[src/rtl/taxi_axis_fifo_pause_ctrl.sv]
// Flow/pause controller for one side of a taxi_axis async FIFO: XOFF hysteresis,
// software pause handshake with a minimum pause time, and saturating frame statistics.
module taxi_axis_fifo_pause_ctrl #(
    parameter int DEPTH_W   = 13,
    parameter int MIN_PAUSE = 16,
    parameter int CNT_W     = 32
) (
    input  logic               clk,
    input  logic               rst,
    input  logic               cfg_enable,
    input  logic [DEPTH_W-1:0] cfg_xoff_thresh,
    input  logic [DEPTH_W-1:0] cfg_xon_thresh,
    input  logic [DEPTH_W-1:0] status_depth,
    input  logic               status_overflow,
    input  logic               status_bad_frame,
    input  logic               status_good_frame,
    input  logic               sw_pause_req,
    output logic               sw_pause_ack,
    output logic               pause_req,
    input  logic               pause_ack,
    output logic               xoff,
    input  logic               cnt_clear,
    output logic [CNT_W-1:0]   cnt_good,
    output logic [CNT_W-1:0]   cnt_bad,
    output logic [CNT_W-1:0]   cnt_overflow,
    output logic [1:0]         state
);

    localparam int HOLD_W = (MIN_PAUSE > 1) ? $clog2(MIN_PAUSE) : 1;
    localparam logic [HOLD_W-1:0] HOLD_LOAD = HOLD_W'(MIN_PAUSE - 1);

    typedef enum logic [1:0] {
        ST_RUN    = 2'd0,
        ST_REQ    = 2'd1,
        ST_PAUSED = 2'd2,
        ST_HOLD   = 2'd3
    } state_t;

    state_t            state_q;
    logic [HOLD_W-1:0] hold_cnt;

    function automatic logic [CNT_W-1:0] sat_inc(input logic [CNT_W-1:0] v);
        return (&v) ? v : v + CNT_W'(1);
    endfunction

    assign state = state_q;

    // Set wins over clear so an inverted xon/xoff configuration still resolves.
    always_ff @(posedge clk) begin
        if (rst || !cfg_enable) begin
            xoff <= 1'b0;
        end else if (status_depth >= cfg_xoff_thresh) begin
            xoff <= 1'b1;
        end else if (status_depth <= cfg_xon_thresh) begin
            xoff <= 1'b0;
        end
    end

    always_ff @(posedge clk) begin
        if (rst) begin
            state_q      <= ST_RUN;
            pause_req    <= 1'b0;
            sw_pause_ack <= 1'b0;
            hold_cnt     <= '0;
        end else begin
            // Hold timer runs from the first PAUSED cycle until it drains to zero.
            if ((state_q == ST_PAUSED || state_q == ST_HOLD) && hold_cnt != '0) begin
                hold_cnt <= hold_cnt - HOLD_W'(1);
            end
            case (state_q)
                ST_RUN: begin
                    if (sw_pause_req) begin
                        state_q   <= ST_REQ;
                        pause_req <= 1'b1;
                    end
                end
                ST_REQ: begin
                    if (pause_ack) begin
                        state_q      <= ST_PAUSED;
                        sw_pause_ack <= 1'b1;
                        hold_cnt     <= HOLD_LOAD;
                    end else if (!sw_pause_req) begin
                        state_q   <= ST_RUN;
                        pause_req <= 1'b0;
                    end
                end
                ST_PAUSED: begin
                    if (!pause_ack) begin
                        state_q      <= ST_REQ;
                        sw_pause_ack <= 1'b0;
                    end else if (!sw_pause_req) begin
                        state_q      <= ST_HOLD;
                        sw_pause_ack <= 1'b0;
                    end
                end
                ST_HOLD: begin
                    // A lost ack means the FIFO was reset under us: re-request.
                    if (!pause_ack) begin
                        state_q <= ST_REQ;
                    end else if (sw_pause_req) begin
                        state_q      <= ST_PAUSED;
                        sw_pause_ack <= 1'b1;
                    end else if (hold_cnt == '0) begin
                        state_q   <= ST_RUN;
                        pause_req <= 1'b0;
                    end
                end
                default: begin
                    state_q      <= ST_RUN;
                    pause_req    <= 1'b0;
                    sw_pause_ack <= 1'b0;
                end
            endcase
        end
    end

    // Clear beats a same-cycle increment.
    always_ff @(posedge clk) begin
        if (rst || cnt_clear) begin
            cnt_good     <= '0;
            cnt_bad      <= '0;
            cnt_overflow <= '0;
        end else begin
            if (status_good_frame) cnt_good <= sat_inc(cnt_good);
            if (status_bad_frame) cnt_bad <= sat_inc(cnt_bad);
            if (status_overflow) cnt_overflow <= sat_inc(cnt_overflow);
        end
    end

endmodule

[config.mk]
export PLATFORM = sky130hd
export DESIGN_NAME = taxi_axis_fifo_pause_ctrl
export DESIGN_NICKNAME = d
export VERILOG_FILES = /design/src/rtl/taxi_axis_fifo_pause_ctrl.sv
export SDC_FILE = /design/constraint.sdc
export NUM_CORES = 1
export LEC_CHECK = 0
export CAP_MARGIN = 25
export CORE_AREA = 2 2 113 115
export DETAILED_ROUTE_END_ITERATION = 12
export DIE_AREA = 0 0 115 117
export MAX_ROUTING_LAYER = met4
export PLACE_DENSITY = 0.83
export SLEW_MARGIN = 30
export SYNTH_ARGS = -nofsm -noshare
export SYNTH_HDL_FRONTEND = slang
export SYNTH_SLANG_ARGS = --single-unit
[constraint.sdc]
create_clock -name clk -period 5.4 [get_ports clk]
set_input_delay 1.08 -clock clk [delete_from_list [all_inputs] [get_ports clk]]
set_output_delay 1.08 -clock clk [all_outputs]
set_load 0.03 [all_outputs]
==> results by stage <==
Power and ir drop:
- The static leakage power is 2.593 nW.
- The worst-case IR drop observed on VDD is 0.1880 mV.
- Power spread over the standard cell area amounts to 204.9 nW/um^2.

Worst setup path:
- The kind of launch point of the worst setup path is a primary input.
- The worst reg-to-reg path cell count is 6.
- In this run the worst setup path begins at rst.
- At the worst endpoint, the arrival time is 3.35 ns.
- The startpoint of the worst register-to-register path is cnt_bad[0].
- The category of the most critical setup path is in -> reg.
- For the worst setup path, the data required time is 5.64 ns.
- The worst register-to-register path ends at cnt_bad[26].
- In this run the worst path has a maximum fanout of 54.
- The sort of element at the end of the critical path is a register.
- The worst-case register-to-register setup slack is 3.17 ns.

Timing:
- The measured slew at the worst slew-check pin is 0.7828 ns.
- The post-route fraction of the period consumed by the critical path is 57.55%.
- The hold violation total from the final report is 0.
- The final worst clock skew is 0.009710 ns.
- Measured against its own limit, the worst slew margin works out to 47.70%.
- The minimum setup slack in the final design is 2.292 ns.
- The tightest hold path in the finished design has a slack of 0.4992 ns.
- The final number of max-transition violations is 0.
- The maximum operating frequency is 321.8 MHz.
- For the final routed database, the setup TNS stands at 0 ns.
- The post-layout minimum cycle time is 3.108 ns.
- Setup repair after global routing left no endpoint under its margin.
- The final number of setup-violating endpoints is 0.

CTS:
- The root buffer cell is sky130_fd_sc_hd__clkbuf_16.
- The number of buffers between clock root and the deepest sink is 2.
- The number of clock buffers inserted by TritonCTS is 9.
- The number of resized instances in the post-cts repair step is 0.
- CTS built an H-tree with a depth of 3.
- The later-pin clock latency in the skew report is 0.35 ns.
- In this run the post-CTS setup repair buffer count came out at 0.
- The count of clock tree sinks is 105.
- Clock-pin slew was measured on the worst setup and hold paths at 0.07 ns.
- After clock tree synthesis, the flow added hold-fix buffers numbering 0.
- TritonCTS built the clock tree.

Synth:
- The dominant cell type by area after synthesis is sky130_fd_sc_hd__dfxtp_1.
- When the netlist entered floorplanning its net count stood at 812.
- The number of synthesized flops with an enable pin is 0.
- The cell count after synthesis came out at 734.
- Sorting the synthesized cells by how often they occur yields 105 x sky130_fd_sc_hd__dfxtp_1, 64 x sky130_fd_sc_hd__a21oi_1, 57 x sky130_fd_sc_hd__nand2_1.
- The number of flip-flops and latches in the synthesized netlist is 105.
- Summing the sequential cell areas from Yosys gives 35.04% of the chip area.
- Of the post-synthesis cell area, the dominant cell type holds 35.04%.
- The number of distinct library cells after synthesis is 65.
- Of all flip-flops after synthesis, the portion carrying an async set or reset was 0%.
- The Yosys step of the flow raised 0 warnings.
- In the synthesized netlist the dominant register cell turns out to be sky130_fd_sc_hd__dfxtp_1.
- In the post-synthesis netlist, the biggest area contributors are sky130_fd_sc_hd__dfxtp_1 35%, sky130_fd_sc_hd__ha_1 6.3%, sky130_fd_sc_hd__a21oi_1 5.3%.
- The mean instance size in the synthesized netlist is 8.174 sq um.
- The area of the mapped netlist is 6000 sq um.
- By instance count, the leading cell after synthesis is sky130_fd_sc_hd__dfxtp_1.

GRT:
- The first global-routing pass estimated 25,310 um of wire.
- The total routing resource utilization after global routing is 23.43%.
- The overall overflow remaining after global route is 0.
- The number of global-route vias before repair is 5,501.
- The number of antenna violations at the first check in global routing came to 0.
- The maximum number of pins on one net before global-route repair is 55.

Placement:
- After legalization and detailed placement, the total HPWL measured 11,000 um.
- The congestion estimate from routability-driven global placement came to 0.8953.
- Port buffering added 148 buffers.
- The worst-case setup slack after placement is 1.932 ns.

Min path:
- The path with the worst hold slack has its endpoint at cnt_bad[6].
- The worst hold path was traced through 2 stages.
- The worst hold path begins at cnt_bad[6].
- The min-delay analysis places its worst path in the category reg -> reg.

Die:
- The count of standard-cell rows is 41.
- The I/O pin count is 149.
- Once the floorplan was initialized, standard cells occupied 48.73% of the core.
- The core outline area is 12,310 sq um.
- In this run the horizontal extent of the chip is 115 um.
- The die is 117 um tall.
- The die outline area is 13,460 sq um.

Drt:
- The number of antenna-violating nets in the routed design is 0.
- In the final routed layout, each cell accounts on average for 14.96 um.
- The detailed router finished its first iteration with 426 violations.
- The via-per-instance ratio is 6.002.
- For this run, design rule violations remaining after detail routing come to 0.
- The total wirelength of the detailed-routed design is 15,190 um.
- The number of iterations in the first detailed-routing pass is 5.
- For this block, the via count after detailed routing is 6,092.

Finish:
- The area growth from synthesis to layout is 30.51%.
- The number of fill cells in the layout is 1,091.
- The multi-input combinational cells in the finished layout cover a total of 3600 sq um.
- The number of antenna diodes is 0.
- The share of post-route cells with drive strength above 1 is 3.931%.
- The area occupied by registers is 2102 sq um.
- Cells fill 63.60% of the core in the end.
- The net count of the finished layout is 939.

Job:
- The max-capacitance violation count is 0.

Status:
- The flow ran to the end, and the final reports show no timing, DRC or antenna violations.
power breakdown:
part | leakage, nW | switching [W] | total (W) | internal (W)
logic | 1.60 | 0.0000746 | 0.000147 | 0.0000728
clock network | 0.142 | 0.000284 | 0.000667 | 0.000383
registers | 0.847 | 0.00000899 | 0.000790 | 0.000781
cells by family (layout without fill, tap and decap cells):
| logic type | count (synthesis) | after routing | synth area share [%] |
|---|---|---|---|
| muxes | 5 | 5 | 0.8342 |
| and+or+nand+nor | 315 | 315 | 29.91 |
| DFF | 105 | 105 | 35.04 |
| buffers and inverters | 73 | 204 | 5.068 |
| xor gates and xnor gates | 31 | 31 | 4.526 |
| adders and majority gates | 30 | 30 | 6.257 |
| AOI/OAI and AO/OA | 175 | 175 | 18.37 |
layer usage:
metal | wire (um) | up-vias | track usage, %
li1 | - | 3008 | -
met1 | 6849 | 2865 | 29.65
met2 | 7049 | 199 | 37.65
met3 | 1016 | 20 | 5.046
met4 | 269 | 0 | 7.309
met5 | 0 | - | -
worst max path at each step:
stage,end
final,cnt_overflow[2]
after detailed placement,cnt_overflow[2]
after global placement,cnt_good[21]
after floorplan,cnt_bad[21]
after global routing,cnt_overflow[2]
after CTS,cnt_overflow[2]
area by class of cell:
type / count / share of cell area, %
flip-flops and latches: 105 / 26.85
inverters: 39 / 1.870
repair buffers: 150 / 19.11
clock buffers: 13 / 3.324
multi-input cells: 556 / 45.97
well taps: 150 / 2.397
clock inverters: 2 / 0.4794
placed cells by master (no fill, tap or decap), types with 11 or more instances in the layout:
cell / Yosys / layout
sky130_fd_sc_hd__xnor2_1: 27 / 27
sky130_fd_sc_hd__o21ai_0: 37 / 37
sky130_fd_sc_hd__nand2_1: 57 / 57
sky130_fd_sc_hd__nand4_1: 36 / 36
sky130_fd_sc_hd__a21oi_1: 64 / 64
sky130_fd_sc_hd__nor2_1: 50 / 50
sky130_fd_sc_hd__inv_1: 39 / 39
sky130_fd_sc_hd__dfxtp_1: 105 / 105
sky130_fd_sc_hd__ha_1: 30 / 30
sky130_fd_sc_hd__o31ai_1: 23 / 23
sky130_fd_sc_hd__nand3_1: 36 / 36
sky130_fd_sc_hd__or4_1: 27 / 27
sky130_fd_sc_hd__and4_1: 18 / 18
sky130_fd_sc_hd__clkdlybuf4s50_1: 0 / 148
sky130_fd_sc_hd__or3_1: 35 / 35
sky130_fd_sc_hd__nor4_1: 11 / 11
critical path, stage by stage:
cell and delay [ns]:
sky130_fd_sc_hd__clkdlybuf4s50_1 0.82, sky130_fd_sc_hd__or2_4 0.62, sky130_fd_sc_hd__buf_4 0.48, sky130_fd_sc_hd__nor2_1 0.08, sky130_fd_sc_hd__a31o_2 0.25
state kept, by name, summed over array words and instances (netlist names):
signal / cells
cnt_bad: 32
cnt_good: 32
cnt_overflow: 32
hold_cnt: 4
state: 2
pause_req: 1
sw_pause_ack: 1
xoff: 1
metrics by stage:
step | instances | cell area, sq um | power [W]
after global routing | 1015 | 7830 | 0.001667
after global placement | 1000 | 7526 | 0.0009502
after detailed placement | 1000 | 7532 | 0.0009553
final | 1015 | 7830 | 0.001605
after CTS | 1015 | 7830 | 0.001621
after floorplan | 734 | 6000 | 0.0008884
(Power assumes the default switching activity.)
==> edit 1: new RTL, config.mk and constraints unchanged <==
`CNT_W`: 32 -> 24.
--- a/src/rtl/taxi_axis_fifo_pause_ctrl.sv
+++ b/src/rtl/taxi_axis_fifo_pause_ctrl.sv
@@ -3,7 +3,7 @@
 module taxi_axis_fifo_pause_ctrl #(
     parameter int DEPTH_W   = 13,
     parameter int MIN_PAUSE = 16,
-    parameter int CNT_W     = 32
+    parameter int CNT_W     = 24
 ) (
     input  logic               clk,
     input  logic               rst,
Ports: changed (resized cnt_bad, cnt_good and cnt_overflow); port bits go from 149 to 125. No check against the original RTL was run, so the function may have changed too.
==> edit 1 against the unedited design <==
Setup slack better by 59 ps. Routed wire length is 24% lower. Combinational power shrank 12%. Count of clock-buffer cells in the layout increased by 1. Synthesized area is 23% lower. Sequential cell count fell by 24. Design area fell by 19%. Power down 12%. Critical path type unchanged. Largest power group is now clock.
==> edit 1: results (changes against the unedited design) <==
* Hold Startpoint: cnt_good[19]$_SDFFE_PP0P_
* Reg2reg start: cnt_overflow[16]$_SDFFE_PP0P_
* Least-Margin Pin Slew at 865.4 ps (+82.63 ps)
* Biggest regs: cnt_bad (24), cnt_good (24), cnt_overflow (24)
* Yosys warning total at 0 (unchanged)
* Skew final at 6.492 ps (-3.219 ps)
* Synth Net Count at 645 (-21%)
* Placed insts at 824 (-18%)
* Internal reg-to-reg setup slack at 3080 ps (-90 ps)
* Met2 WL post-DR at 5527 microns (-22%)
* Hold endpoint: cnt_good[19]$_SDFFE_PP0P_
* First-pass GRT wire length at 18,670 microns (-26%)
* Peak supply drop at 0.1462 mV (-22%)
* Delay-heaviest family, CP: simple AND/OR/NAND/NOR gates
* Worst path max stage delay at 640 ps (-180 ps)
* Top post-synthesis cells by area: dfxtp_1 (35%), ha_1 (8.1%), xor2_1 (5.9%)
* Seq/Total Area, Yosys at 34.95% (-0.085 points)
* Largest net degree at the start of global routing at 34 (-38%)
* Via density at 5.421 (-9.7%)
* Worst reg2reg path depth at 5 (-1)
* CP startpoint: rst
* Final nets at 763 (-19%)
* Overall Global Routing Usage at 17.57% (-5.9 points)
* Vias in the first global route at 4,094 (-26%)
* Reg2reg end: cnt_overflow[1]$_SDFFE_PP0P_
* Synthesized area per cell at 8.182 sq um (+0.11%)
* Synth cell count leaders: dfxtp_1 (81), nor2_1 (53), nand2_1 (42), a21oi_1 (36), inv_1 (34)
* Status: completed
* Final WL at 11,480 microns (-24%)
* Buffers on Ports at 124 (-16%)
* Final HPWL DP at 8603 microns (-22%)
* Worst Path Max Fanout at 33 (-39%)
* Drt initial violations at 393 (-7.7%)
* Worst Path Arrival at 3310 ps (-40 ps)
* TritonRoute pass-1 iters at 4 (-1)
* WL met3 at 703 microns (-31%)
* Metal-1 WL at 5094 microns (-26%)
* Diode count at 0 (unchanged)
==> edit 1: worst max path at each step <==
stage	to	slack (ps)	cells after the start
floorplan	cnt_good[17]$_SDFFE_PP0P_	2770	6
global placement	cnt_bad[5]$_SDFFE_PP0P_	2050	5
detailed placement	cnt_overflow[18]$_SDFFE_PP0P_	2020	5
CTS	cnt_overflow[18]$_SDFFE_PP0P_	2370	5
global route	cnt_overflow[18]$_SDFFE_PP0P_	2220	5
finish	cnt_overflow[18]$_SDFFE_PP0P_	2350	5
==> edit 1: worst reg2reg max path: stages (launching register included) <==
cell and delay, ps:
dfxtp_1 440, and4_1 280, nand3_1 340, nor4_1 750, nand2b_1 260, mux2i_1 190
==> edit 1: final cells by class <==
type                            count  area, sq um
Clock buffer                       14        264.0
Inverter                           34        127.6
Tap cell                          150        187.7
Sequential cell                    81         1622
Fill cell                        1188         6006
Clock inverter                      2        60.06
Timing Repair Buffer              125         1249
Multi-Input combinational cell    434         2796
==> edit 1: cell families (layout without fill, tap and decap cells) <==
| group | count (synthesis) | after routing | synth area share (%) |
|---|---|---|---|
| simple gates | 241 | 241 | 27.91 |
| compound gates | 124 | 124 | 16.75 |
| flops | 81 | 81 | 34.95 |
| buf+inv | 52 | 175 | 4.827 |
| xor+xnor | 35 | 35 | 6.607 |
| fa+ha+maj | 30 | 30 | 8.091 |
| mux | 4 | 4 | 0.8630 |
==> edit 1: power breakdown <==
group	internal [mW]	total, mW	leakage [nW]	switching [mW]
Clock	0.431	0.667	0.157	0.236
Sequential	0.605	0.613	0.654	0.00825
Combinational	0.0668	0.129	1.44	0.0624
==> edit 1: through the flow <==
| stage | hold slack (ps) | instance area, sq um | setup slack, ps | util, % |
|---|---|---|---|---|
| finish | 506.1 | 6306 | 2352 | 51.22 |
| global route | 533.1 | 6306 | 2220 | 51.22 |
| CTS | 506.7 | 6304 | 2368 | 51.20 |
| detailed placement | 498.6 | 5979 | 2020 | 48.57 |
| global placement | 481.5 | 5979 | 2051 | 48.57 |
| floorplan | 477.5 | 4639 | 2771 | - |
==> edit 1: layer usage <==
| metal | up-vias | global-route usage, % |
|---|---|---|
| met4 | 0 | 5.622 |
| met3 | 13 | 4.995 |
| met2 | 123 | 29.45 |
| li1 | 2328 | - |
| met5 | - | - |
| met1 | 2090 | 20.41 |
==> edit 2: new RTL, same settings <==
Made on the original files. Add an input register stage for `cfg_enable`, `cfg_xoff_thresh`, `cfg_xon_thresh` and `sw_pause_req`, without a reset; this delays them by one clock. The other inputs are not delayed to match.
--- a/src/rtl/taxi_axis_fifo_pause_ctrl.sv
+++ b/src/rtl/taxi_axis_fifo_pause_ctrl.sv
@@ -36,6 +36,18 @@
         ST_HOLD   = 2'd3
     } state_t;
 
+    logic cfg_enable_q;
+    logic [DEPTH_W-1:0] cfg_xoff_thresh_q;
+    logic [DEPTH_W-1:0] cfg_xon_thresh_q;
+    logic sw_pause_req_q;
+
+    always_ff @(posedge clk) begin
+        cfg_enable_q      <= cfg_enable;
+        cfg_xoff_thresh_q <= cfg_xoff_thresh;
+        cfg_xon_thresh_q  <= cfg_xon_thresh;
+        sw_pause_req_q    <= sw_pause_req;
+    end
+
     state_t            state_q;
     logic [HOLD_W-1:0] hold_cnt;
 
@@ -47,11 +59,11 @@
 
     // Set wins over clear so an inverted xon/xoff configuration still resolves.
     always_ff @(posedge clk) begin
-        if (rst || !cfg_enable) begin
+        if (rst || !cfg_enable_q) begin
             xoff <= 1'b0;
-        end else if (status_depth >= cfg_xoff_thresh) begin
+        end else if (status_depth >= cfg_xoff_thresh_q) begin
             xoff <= 1'b1;
-        end else if (status_depth <= cfg_xon_thresh) begin
+        end else if (status_depth <= cfg_xon_thresh_q) begin
             xoff <= 1'b0;
         end
     end
@@ -69,7 +81,7 @@
             end
             case (state_q)
                 ST_RUN: begin
-                    if (sw_pause_req) begin
+                    if (sw_pause_req_q) begin
                         state_q   <= ST_REQ;
                         pause_req <= 1'b1;
                     end
@@ -79,7 +91,7 @@
                         state_q      <= ST_PAUSED;
                         sw_pause_ack <= 1'b1;
                         hold_cnt     <= HOLD_LOAD;
-                    end else if (!sw_pause_req) begin
+                    end else if (!sw_pause_req_q) begin
                         state_q   <= ST_RUN;
                         pause_req <= 1'b0;
                     end
@@ -88,7 +100,7 @@
                     if (!pause_ack) begin
                         state_q      <= ST_REQ;
                         sw_pause_ack <= 1'b0;
-                    end else if (!sw_pause_req) begin
+                    end else if (!sw_pause_req_q) begin
                         state_q      <= ST_HOLD;
                         sw_pause_ack <= 1'b0;
                     end
@@ -97,7 +109,7 @@
                     // A lost ack means the FIFO was reset under us: re-request.
                     if (!pause_ack) begin
                         state_q <= ST_REQ;
-                    end else if (sw_pause_req) begin
+                    end else if (sw_pause_req_q) begin
                         state_q      <= ST_PAUSED;
                         sw_pause_ack <= 1'b1;
                     end else if (hold_cnt == '0) begin
Function: changed (Yosys sat finds a counterexample within 4 cycles, from zero or initial values and one cycle with rst high).
==> edit 2 against the unedited design <==
Worst hold slack worse by 18 ps. Critical endpoint is now state[1]. Count of clock-buffer cells in the layout increased by 5. Routed wire length increased by 19%. Design area grew 12%. Synthesized area grew 10%. Sequential cell count is 28 higher. Power grew 44%. Setup slack better by 170 ps. Combinational power rose by 8%.
==> edit 2: results (changes against the unedited design) <==
* Placed insts at 1,032 (+3.2%)
* Fin Hold WS at 481.0 ps (-18.18 ps)
* Least-Margin Pin Slew at 866.3 ps (+83.48 ps)
* Drt initial violations at 383 (-10%)
* Largest net degree at the start of global routing at 56 (+1.8%)
* H-tree depth at 4 (+1)
* TritonRoute pass-1 iters at 6 (+1)
* Top post-synthesis cells by area: dfxtp_1 (40%), ha_1 (5.7%), a21oi_1 (5.4%)
* Worst path max stage delay at 790 ps (-30 ps)
* Yosys cell types at 64 (-1.5%)
* Seq/Total Area, Yosys at 40.22% (+5.2 points)
* Worst Path Max Fanout at 16 (-70%)
* First-pass GRT wire length at 29,320 microns (+16%)
* Worst Path Arrival at 1850 ps (-1500 ps)
* Vias in the first global route at 6,184 (+12%)
* Via Count at 6,611 (+8.5%)
* Internal reg-to-reg setup slack at 2770 ps (-400 ps)
* Num CTS Buffers at 17 (+8)
* Final WL at 18,060 microns (+19%)
* Gp weighted congestion at 0.8819 (-1.5%)
* Synth Net Count at 842 (+3.7%)
* Synth cell count leaders: dfxtp_1 (133), a21oi_1 (72), nand2_1 (52), or3_1 (52), inv_1 (46)
* Pleak at 2.956 nW (+14%)
* Share of post-route cells with drive strength above 1 at 6.018% (+2.1 points)
* Number of fill cells at 947 (-13%)
* Status: completed
* Final HPWL DP at 12,830 microns (+17%)
* Clk_lat worst skew at 420 ps (+70 ps)
* Peak supply drop at 0.2087 mV (+11%)
* Via density at 6.213 (+3.5%)
* Skew final at 8.561 ps (-1.149 ps)
==> edit 2: worst paths after layout <==
check | from | depth (start not counted) | endpoint
setup / recovery | state[1]$_SDFFE_PP0P_ | 1 | state[1]
hold / removal | cfg_enable_q$_DFF_P_ | 2 | xoff$_SDFFE_PP0P_
setup reg to reg | cnt_overflow[11]$_SDFFE_PP0P_ | 5 | cnt_overflow[7]$_SDFFE_PP0P_
hold reg to reg | cfg_enable_q$_DFF_P_ | 2 | xoff$_SDFFE_PP0P_
==> edit 2: cell families (layout without fill, tap and decap cells) <==
kind of cell / count (synthesis) / count (layout) / synth area share (%)
adder cells (fa/ha/maj): 30 / 30 / 5.670
flip-flops: 133 / 133 / 40.22
buffers and inverters: 80 / 230 / 5.028
AND/OR/NAND/NOR: 300 / 300 / 26.46
AO/OA/AOI/OAI: 196 / 196 / 19.15
multiplexers: 9 / 9 / 1.361
XOR/XNOR: 16 / 16 / 2.117
==> edit 2: layout make-up <==
cell class | count | area share [%]
flip-flops and latches | 133 | 30.41
inverters | 46 | 1.972
well taps | 150 | 2.144
clock inverters | 14 | 1.758
clock buffers | 18 | 5.016
multi-input cells | 551 | 41.43
repair buffers | 152 | 17.26
==> edit 2: power groups by stage <==
stage                     registers, mW  clock network [mW]  logic, mW
after floorplan                    1.04                   0     0.0811
after global placement             1.03                   0      0.150
after detailed placement           1.03                   0      0.157
after CTS                          1.01                1.16      0.159
after global routing               1.02                1.21      0.175
final                              1.01                1.14      0.159
==> edit 2: metal layers <==
metal,part of all wire [%],vias up,track usage (%)
met5,0,-,-
met4,2.2,0,10.20
met3,6.5,42,6.488
met2,49,277,46.27
met1,43,3135,33.33
li1,-,3157,-
==> edit 2: metrics by stage <==
stage	setup slack (ps)	cell area (sq um)
floorplan	2685	6620
global route	2366	8755
detailed placement	1933	8159
CTS	2352	8752
global placement	2021	8159
finish	2465	8755
